===== config.mk =====
export PLATFORM = sky130hd
export DESIGN_NAME = tmds_ser2par_align_flat
export DESIGN_NICKNAME = d
export VERILOG_FILES = /design/src/rtl/tmds_ser2par_align_pkg.sv /design/src/rtl/tmds_ser2par_align_if.sv /design/src/rtl/tmds_ser2par_align_token_det.sv /design/src/rtl/tmds_ser2par_align.sv /design/src/flat_wrapper.sv
export SDC_FILE = /design/constraint.sdc
export NUM_CORES = 1
export LEC_CHECK = 0
export ABC_CLOCK_PERIOD_IN_PS = 3000
export CORE_MARGIN = 2
export CORE_UTILIZATION = 31
export DETAILED_ROUTE_END_ITERATION = 12
export GPL_ROUTABILITY_DRIVEN = 1
export PLACE_DENSITY = 0.6
export RECOVER_POWER = 25
export SLEW_MARGIN = 20
export SYNTH_ARGS = -nofsm -noshare
export SYNTH_HDL_FRONTEND = slang
export SYNTH_SLANG_ARGS = --single-unit

===== constraint.sdc =====
create_clock -name clk -period 3 [get_ports clk]
set_clock_uncertainty 0.15 [all_clocks]
set_input_delay 0.9 -clock clk [delete_from_list [all_inputs] [get_ports clk]]
set_output_delay 0.9 -clock clk [all_outputs]
set_load 0.01 [all_outputs]

===== src/rtl/tmds_ser2par_align_pkg.sv =====
// Shared TMDS receive definitions: symbol geometry, control tokens and
// the alignment state encoding. Also used by the par2ser transmit side.
package tmds_rx_pkg;

  localparam int SYM_W         = 10;
  localparam int PAIRS_PER_SYM = 5;

  // Control tokens in LSB-first (first bit on the wire = bit 0) view.
  localparam logic [SYM_W-1:0] TOK_CTL0 = 10'h354;
  localparam logic [SYM_W-1:0] TOK_CTL1 = 10'h0AB;
  localparam logic [SYM_W-1:0] TOK_CTL2 = 10'h154;
  localparam logic [SYM_W-1:0] TOK_CTL3 = 10'h2AB;

  typedef enum logic [1:0] {
    SEARCH = 2'd0,
    VERIFY = 2'd1,
    LOCKED = 2'd2
  } align_state_e;

  function automatic logic is_ctrl_token(input logic [SYM_W-1:0] sym);
    return (sym == TOK_CTL0) || (sym == TOK_CTL1) ||
           (sym == TOK_CTL2) || (sym == TOK_CTL3);
  endfunction

endpackage


===== src/rtl/tmds_ser2par_align_if.sv =====
// Bit-pair input and aligned-symbol output bundle of the TMDS aligner.
// master = capture/consumer side, slave = aligner.
interface tmds_ser2par_align_if;
  import tmds_rx_pkg::*;

  logic             clk_en;
  logic             datain_h;
  logic             datain_l;
  logic [SYM_W-1:0] dataout;
  logic             valid;
  logic             locked;
  logic [3:0]       offset;
  logic             token_det;

  modport master (
    output clk_en, datain_h, datain_l,
    input  dataout, valid, locked, offset, token_det
  );

  modport slave (
    input  clk_en, datain_h, datain_l,
    output dataout, valid, locked, offset, token_det
  );

endinterface


===== src/rtl/tmds_ser2par_align_token_det.sv =====
// Registered control-token comparator; hit lines up with the registered
// symbol it was computed from and is low whenever en was low.
module tmds_token_det
  import tmds_rx_pkg::*;
(
  input  logic             clk,
  input  logic             sclr,
  input  logic             en,
  input  logic [SYM_W-1:0] sym,
  output logic             hit
);

  logic hit_d, hit_q;

  // match the candidate symbol against the token set
  always_comb begin
    hit_d = en && is_ctrl_token(sym);
  end

  // register the match alongside the symbol
  always_ff @(posedge clk) begin
    if (sclr) hit_q <= 1'b0;
    else      hit_q <= hit_d;
  end

  assign hit = hit_q;

endmodule


===== src/rtl/tmds_ser2par_align.sv =====
// Rebuilds 10-bit TMDS symbols from DDR bit pairs and slides the symbol
// window one bit at a time until control tokens line up.
//
//  state  | meaning
//  SEARCH | hunting for a token at the current offset
//  VERIFY | token seen, counting consecutive tokens at this offset
//  LOCKED | aligned; watching for a prolonged absence of tokens
module tmds_ser2par_align
  import tmds_rx_pkg::*;
#(
  parameter int LOCK_CNT   = 4,
  parameter int SEARCH_WIN = 16,
  parameter int TIMEOUT    = 4096
) (
  input  logic                 clk,
  input  logic                 sclr,
  tmds_ser2par_align_if.slave  bus
);

  localparam int TOK_W = $clog2(LOCK_CNT + 1);
  localparam int WIN_W = $clog2(SEARCH_WIN + 1);
  localparam int TO_W  = $clog2(TIMEOUT + 1);

  localparam logic [1:0] ST_SEARCH = 2'(SEARCH);
  localparam logic [1:0] ST_VERIFY = 2'(VERIFY);
  localparam logic [1:0] ST_LOCKED = 2'(LOCKED);
  localparam logic [2:0] PH_LAST   = 3'(PAIRS_PER_SYM - 1);

  function automatic logic [3:0] next_offset(input logic [3:0] o);
    return (o == 4'd9) ? 4'd0 : o + 4'd1;
  endfunction

  logic [19:0]      sr_d, sr_q, sr_next;
  logic [29:0]      sr_ext;
  logic [2:0]       ph_d, ph_q;
  logic [1:0]       state_d, state_q;
  logic [3:0]       offset_d, offset_q;
  logic [TOK_W-1:0] tok_cnt_d, tok_cnt_q;
  logic [WIN_W-1:0] win_cnt_d, win_cnt_q;
  logic [TO_W-1:0]  to_cnt_d, to_cnt_q;
  logic             flush_d, flush_q;
  logic [SYM_W-1:0] dataout_d, dataout_q;
  logic             valid_d, valid_q;
  logic             locked_d, locked_q;
  logic [SYM_W-1:0] sym_win;
  logic             sym_tick;
  logic             is_tok;
  logic             token_det_w;

  // next shift-register value, symbol window and alignment state machine
  always_comb begin
    sr_next   = {bus.datain_l, bus.datain_h, sr_q[19:2]};
    // zero padding keeps the variable select in range for every 4-bit offset
    sr_ext    = {10'd0, sr_next};
    sym_win   = sr_ext[offset_q +: SYM_W];
    sym_tick  = bus.clk_en && (ph_q == PH_LAST);
    is_tok    = is_ctrl_token(sym_win);

    sr_d      = sr_q;
    ph_d      = ph_q;
    state_d   = state_q;
    offset_d  = offset_q;
    tok_cnt_d = tok_cnt_q;
    win_cnt_d = win_cnt_q;
    to_cnt_d  = to_cnt_q;
    flush_d   = flush_q;
    locked_d  = locked_q;
    valid_d   = sym_tick;
    dataout_d = sym_tick ? sym_win : dataout_q;

    if (bus.clk_en) begin
      sr_d = sr_next;
      ph_d = (ph_q == PH_LAST) ? 3'd0 : ph_q + 3'd1;
    end

    if (sym_tick) begin
      if (flush_q) begin
        // first symbol after an offset move straddles both alignments
        flush_d = 1'b0;
      end else begin
        case (state_q)
          ST_SEARCH: begin
            if (is_tok) begin
              state_d   = ST_VERIFY;
              tok_cnt_d = TOK_W'(1);
              win_cnt_d = '0;
            end else if (win_cnt_q == WIN_W'(SEARCH_WIN - 1)) begin
              offset_d  = next_offset(offset_q);
              win_cnt_d = '0;
              flush_d   = 1'b1;
            end else begin
              win_cnt_d = win_cnt_q + WIN_W'(1);
            end
          end
          ST_VERIFY: begin
            if (is_tok) begin
              if (tok_cnt_q == TOK_W'(LOCK_CNT - 1)) begin
                state_d   = ST_LOCKED;
                locked_d  = 1'b1;
                tok_cnt_d = '0;
                to_cnt_d  = '0;
              end else begin
                tok_cnt_d = tok_cnt_q + TOK_W'(1);
              end
            end else begin
              state_d   = ST_SEARCH;
              offset_d  = next_offset(offset_q);
              flush_d   = 1'b1;
              tok_cnt_d = '0;
              win_cnt_d = '0;
            end
          end
          ST_LOCKED: begin
            if (is_tok) begin
              to_cnt_d = '0;
            end else if (to_cnt_q == TO_W'(TIMEOUT - 1)) begin
              // offset is kept: the link most likely comes back where it was
              state_d   = ST_SEARCH;
              locked_d  = 1'b0;
              to_cnt_d  = '0;
              win_cnt_d = '0;
            end else begin
              to_cnt_d = to_cnt_q + TO_W'(1);
            end
          end
          default: begin
            state_d   = ST_SEARCH;
            locked_d  = 1'b0;
            tok_cnt_d = '0;
            win_cnt_d = '0;
            to_cnt_d  = '0;
          end
        endcase
      end
    end
  end

  // state registers with synchronous clear
  always_ff @(posedge clk) begin
    if (sclr) begin
      sr_q      <= '0;
      ph_q      <= '0;
      state_q   <= ST_SEARCH;
      offset_q  <= '0;
      tok_cnt_q <= '0;
      win_cnt_q <= '0;
      to_cnt_q  <= '0;
      flush_q   <= 1'b0;
      dataout_q <= '0;
      valid_q   <= 1'b0;
      locked_q  <= 1'b0;
    end else begin
      sr_q      <= sr_d;
      ph_q      <= ph_d;
      state_q   <= state_d;
      offset_q  <= offset_d;
      tok_cnt_q <= tok_cnt_d;
      win_cnt_q <= win_cnt_d;
      to_cnt_q  <= to_cnt_d;
      flush_q   <= flush_d;
      dataout_q <= dataout_d;
      valid_q   <= valid_d;
      locked_q  <= locked_d;
    end
  end

  tmds_token_det u_token_det (
    .clk  (clk),
    .sclr (sclr),
    .en   (sym_tick),
    .sym  (sym_win),
    .hit  (token_det_w)
  );

  assign bus.dataout   = dataout_q;
  assign bus.valid     = valid_q;
  assign bus.locked    = locked_q;
  assign bus.offset    = offset_q;
  assign bus.token_det = token_det_w;

endmodule


===== src/flat_wrapper.sv =====
// flat-port wrapper written by rule: the top's interface ports become plain ports
module tmds_ser2par_align_flat import tmds_rx_pkg::*;
#(
  parameter int LOCK_CNT   = 4,
  parameter int SEARCH_WIN = 16,
  parameter int TIMEOUT    = 4096
)
  (clk, sclr, bus_clk_en, bus_datain_h, bus_datain_l, bus_dataout, bus_valid, bus_locked, bus_offset, bus_token_det);
  tmds_ser2par_align_if bus_i ();
  input  logic clk;
  input  logic sclr;
  input wire logic [$bits(bus_i.clk_en)-1:0] bus_clk_en;
  input wire logic [$bits(bus_i.datain_h)-1:0] bus_datain_h;
  input wire logic [$bits(bus_i.datain_l)-1:0] bus_datain_l;
  output wire logic [$bits(bus_i.dataout)-1:0] bus_dataout;
  output wire logic [$bits(bus_i.valid)-1:0] bus_valid;
  output wire logic [$bits(bus_i.locked)-1:0] bus_locked;
  output wire logic [$bits(bus_i.offset)-1:0] bus_offset;
  output wire logic [$bits(bus_i.token_det)-1:0] bus_token_det;
  assign bus_i.clk_en = bus_clk_en;
  assign bus_i.datain_h = bus_datain_h;
  assign bus_i.datain_l = bus_datain_l;
  assign bus_dataout = bus_i.dataout;
  assign bus_valid = bus_i.valid;
  assign bus_locked = bus_i.locked;
  assign bus_offset = bus_i.offset;
  assign bus_token_det = bus_i.token_det;
  tmds_ser2par_align #(.LOCK_CNT(LOCK_CNT), .SEARCH_WIN(SEARCH_WIN), .TIMEOUT(TIMEOUT)) u_core (.clk(clk), .sclr(sclr), .bus(bus_i));
endmodule

==> summary.md <==
| Metric | Value |
|---|---|
| Status | finished with violations |
| Failing checks | setup timing |
| Initial drt markers | 188 |
| Largest family of logic cells by synthesized area | simple AND/OR/NAND/NOR gates |
| Compound-gate portion of the synthesized area | 18.9% |
| Mux share of post-synthesis cell area | 18.4% |
| Clk slew on worst S/H paths | 0.06 ns |
| Maximum buffer depth of the clock tree | 2 |
| Chip height | 113 um |
| Ys flop type | dfxtp_1 |
| Slew Viols, Final | 0 |
| Vias/cell | 5.56 |
| CTS Buf Count | 9 |
| Inserted Diodes | 0 |
| Maxcap violations | 0 |
| RSZ-0062 raised after global routing | yes |
| PortBufs | 21 |
| TritonCTS clock tree | done |
| Routed Antenna Nets | 0 |
| Routed WL | 11200 um |
| WP data required | 3.12 ns |
| Pwr Density | 367 nW/um^2 |
| R2R setup slack | -0.22 ns |
| H-tree lvl count | 3 |
| Total Nets Final | 528 |
| Setup CP Type | reg -> reg |
| Area of the multi-input gates | 2590 sq um |
| Synthesized area | 3670 sq um |
| CP Max Fanout | 6 |
| Worst slew pin tran | 0.651 ns |
| Row count | 39 |
| Setup WS post-layout | -0.218 ns |
| Synth async-reset ratio | 0% |
| Leak | 1.99 nW |
| Commonest non-fill, non-tap cell in the layout | buf_4 |
| Element type at the critical path start | flip-flop |
| EDFF count, synth | 0 |
| Worst hold slack | 0.298 ns |
| Setup Viol. Count Final | 28 |
| Fin Setup TNS | -3.38 ns |
| Largest net degree at the start of global routing | 25 |
| DR pass1 iterations | 4 |
| DIE AREA | 12700 sq um |
| Synth Instances | 415 |
| Post-Synth Adder-Cell Area | 1.71% |
| Initial antenna violation count | 0 |
| HPWL after DPL | 7420 um |
| Yosys synthesis warning count | 0 |
| Critical R2R Launch | u_core.bus.offset[1] |
| Grt ovf | 0 |
| Critical path arrival | 3.34 ns |
| Dpl cell area | 4520 sq um |
| Synth Area in Simple Gates | 21.0% |
| Core ar. | 11500 sq um |
| Core Util, Final | 47.3% |
| Fillcell total | 1040 |
| Skew-Pair Late Insertion Delay | 0.34 ns |
| Layout cells sized above 1 | 36.7% |
| Peak VDD IR | 0.000219 V |
| Tmin final | 3.22 ns |
| Min-Delay Endpoint | u_core.to_cnt_q[12] |
| Crit. End Element | flip-flop |
| Via Count | 3705 |
| Mean Syn Cell Area | 8.84 sq um |
| FF+latch count, synth | 62 |
| Most frequent cells in the layout | 75 x buf_4, 60 x dfxtp_1, 58 x nor2_1 |
| Seq. cell area | 1250 sq um |
| Gpl congestion | 0.884 |
| Final hold violation count | 0 |
| # IOs | 22 |
| Min-Delay Path Depth | 1 |
| Residual DRC | 0 |
| Clock sink count | 62 |
| Total GRT Usage | 17.9% |
| Horiz. Die Dim | 113 um |
| Sequential element share of the synthesized area | 33.8% |
| Syn Nets | 425 |
| Netlist cell types | 63 |
| Area Overhead vs Synth | 47.9% |
| Reg2reg path depth | 10 |
| First-pass GRT wire length | 18300 um |
| Root buf cell | clkbuf_16 |
| Initial core utilization | 32.0% |
| Max Fclk | 311 MHz |
| Min-Delay Path Class | reg -> reg |
| Tcrit/Tclk final | 107% |
| Vias in the first global route | 3701 |
| Crit Reg-Reg Endpoint | u_core.to_cnt_q[4] |
| Post-route cell area | 5420 sq um |
| Hold wc startpoint | u_core.to_cnt_q[12] |
| Average wire per standard cell | 16.8 um |
| Worst slew margin | 56.6% |
| XOR/XNOR Fraction of Synth Area | 0.955% |
## how the worst max path moves through the flow
stage                     slack [ns]                 start  cells past startpoint             endpoint
final                          -0.22  u_core.bus.offset[1]                     10   u_core.to_cnt_q[4]
after global routing           -0.34  u_core.bus.offset[1]                     14   u_core.to_cnt_q[4]
after CTS                      -0.18  u_core.bus.offset[1]                     11   u_core.to_cnt_q[4]
after detailed placement       -0.97          bus_datain_h                     10  u_core.tok_cnt_q[0]
after global placement         -0.83          bus_datain_h                     10  u_core.tok_cnt_q[0]
after floorplan                -0.13          bus_datain_h                      9  u_core.tok_cnt_q[0]
## sequential cells by signal (all words and copies together), names as in the netlist
name / flops
u_core.sr_q: 18
u_core.to_cnt_q: 13
u_core.bus.dataout: 10
u_core.win_cnt_q: 5
u_core.bus.offset: 4
u_core.ph_q: 3
u_core.tok_cnt_q: 3
u_core.state_q: 2
u_core.bus.locked: 1
u_core.bus.valid: 1
u_core.flush_q: 1
u_core.u_token_det.hit: 1
## final cells by class
type | count | share of cell area [%]
Tap cell | 143 | 3.30
Clock buffer | 13 | 4.80
Clock inverter | 3 | 0.784
Timing Repair Buffer | 122 | 19.7
Sequential cell | 62 | 23.0
Multi-Input combinational cell | 312 | 47.7
Inverter | 11 | 0.761
## through the flow
step	worst slack, ns	instances	total power [W]
after floorplan	-0.126	415	0.000908
after global placement	-0.830	626	0.000937
after detailed placement	-0.967	626	0.000938
after CTS	-0.182	654	0.00201
after global routing	-0.338	666	0.00205
final	-0.218	666	0.00199
## critical path, stage by stage (launching register included)
cell,delay (ns)
dfxtp_2,0.35
buf_12,0.13
mux4_2,0.52
mux2_4,0.32
nor2_4,0.11
nand4_1,0.20
a2111oi_4,0.40
o211ai_1,0.20
buf_4,0.21
a2111o_1,0.44
a21oi_2,0.12
## Yosys cell counts, types with 3 or more instances
library cell	number	area, sq um
mux2_2	5	56.3
mux4_2	13	293
clkbuf_1	17	63.8
nand2_1	24	90.1
nor2b_1	3	18.8
buf_4	3	22.5
buf_1	3	11.3
xnor2_1	3	26.3
and3_1	4	25.0
nand3_1	16	80.1
a2111o_1	7	78.8
or4_1	3	22.5
or2_2	4	25.0
nand2b_1	5	31.3
buf_2	6	30.0
o211ai_1	7	52.6
a21oi_1	27	135
nor2_1	58	218
a31oi_1	5	31.3
dfxtp_1	62	1240
o21ai_0	13	65.1
and2_1	4	25.0
o221ai_1	4	35.0
a211oi_1	5	37.5
nor4_1	5	31.3
mux2i_1	31	310
nand4_1	9	56.3
inv_1	8	30.0
ha_1	5	62.6
nor3_1	11	55.1
## logic make-up (layout without fill, tap and decap cells)
logic type               after synthesis  count (layout)
adder cells (fa/ha/maj)                5               5
multiplexers                          50              50
AO/OA/AOI/OAI                         96              97
flip-flops                            62              62
XOR/XNOR                               4               4
buffers and inverters                 42             149
AND/OR/NAND/NOR                      156             156
## power by group
part	internal, W	switching, W	leakage [nW]
registers	0.000832	0.00000974	0.502
clock network	0.000687	0.000380	0.146
logic	0.0000369	0.0000458	1.35
total	0.00156	0.000436	1.99
## routing by layer
metal	global-route usage [%]	part of all wire, %
met5	0	0
met4	8.46	3.1
met3	3.27	4.8
met2	29.9	48
met1	22.4	44
## timing repair
| action | CTS | global route |
|---|---|---|
| cloned | 2 | 1 |
| hold buffers | 0 | 0 |
| setup buffers | 11 | 15 |
| hold endpoints to repair | 0 | 0 |
| pin swaps | 15 | 29 |
| resized for setup | 43 | 61 |
| setup endpoints to repair | 30 | 30 |
(Power assumes the default switching activity.)
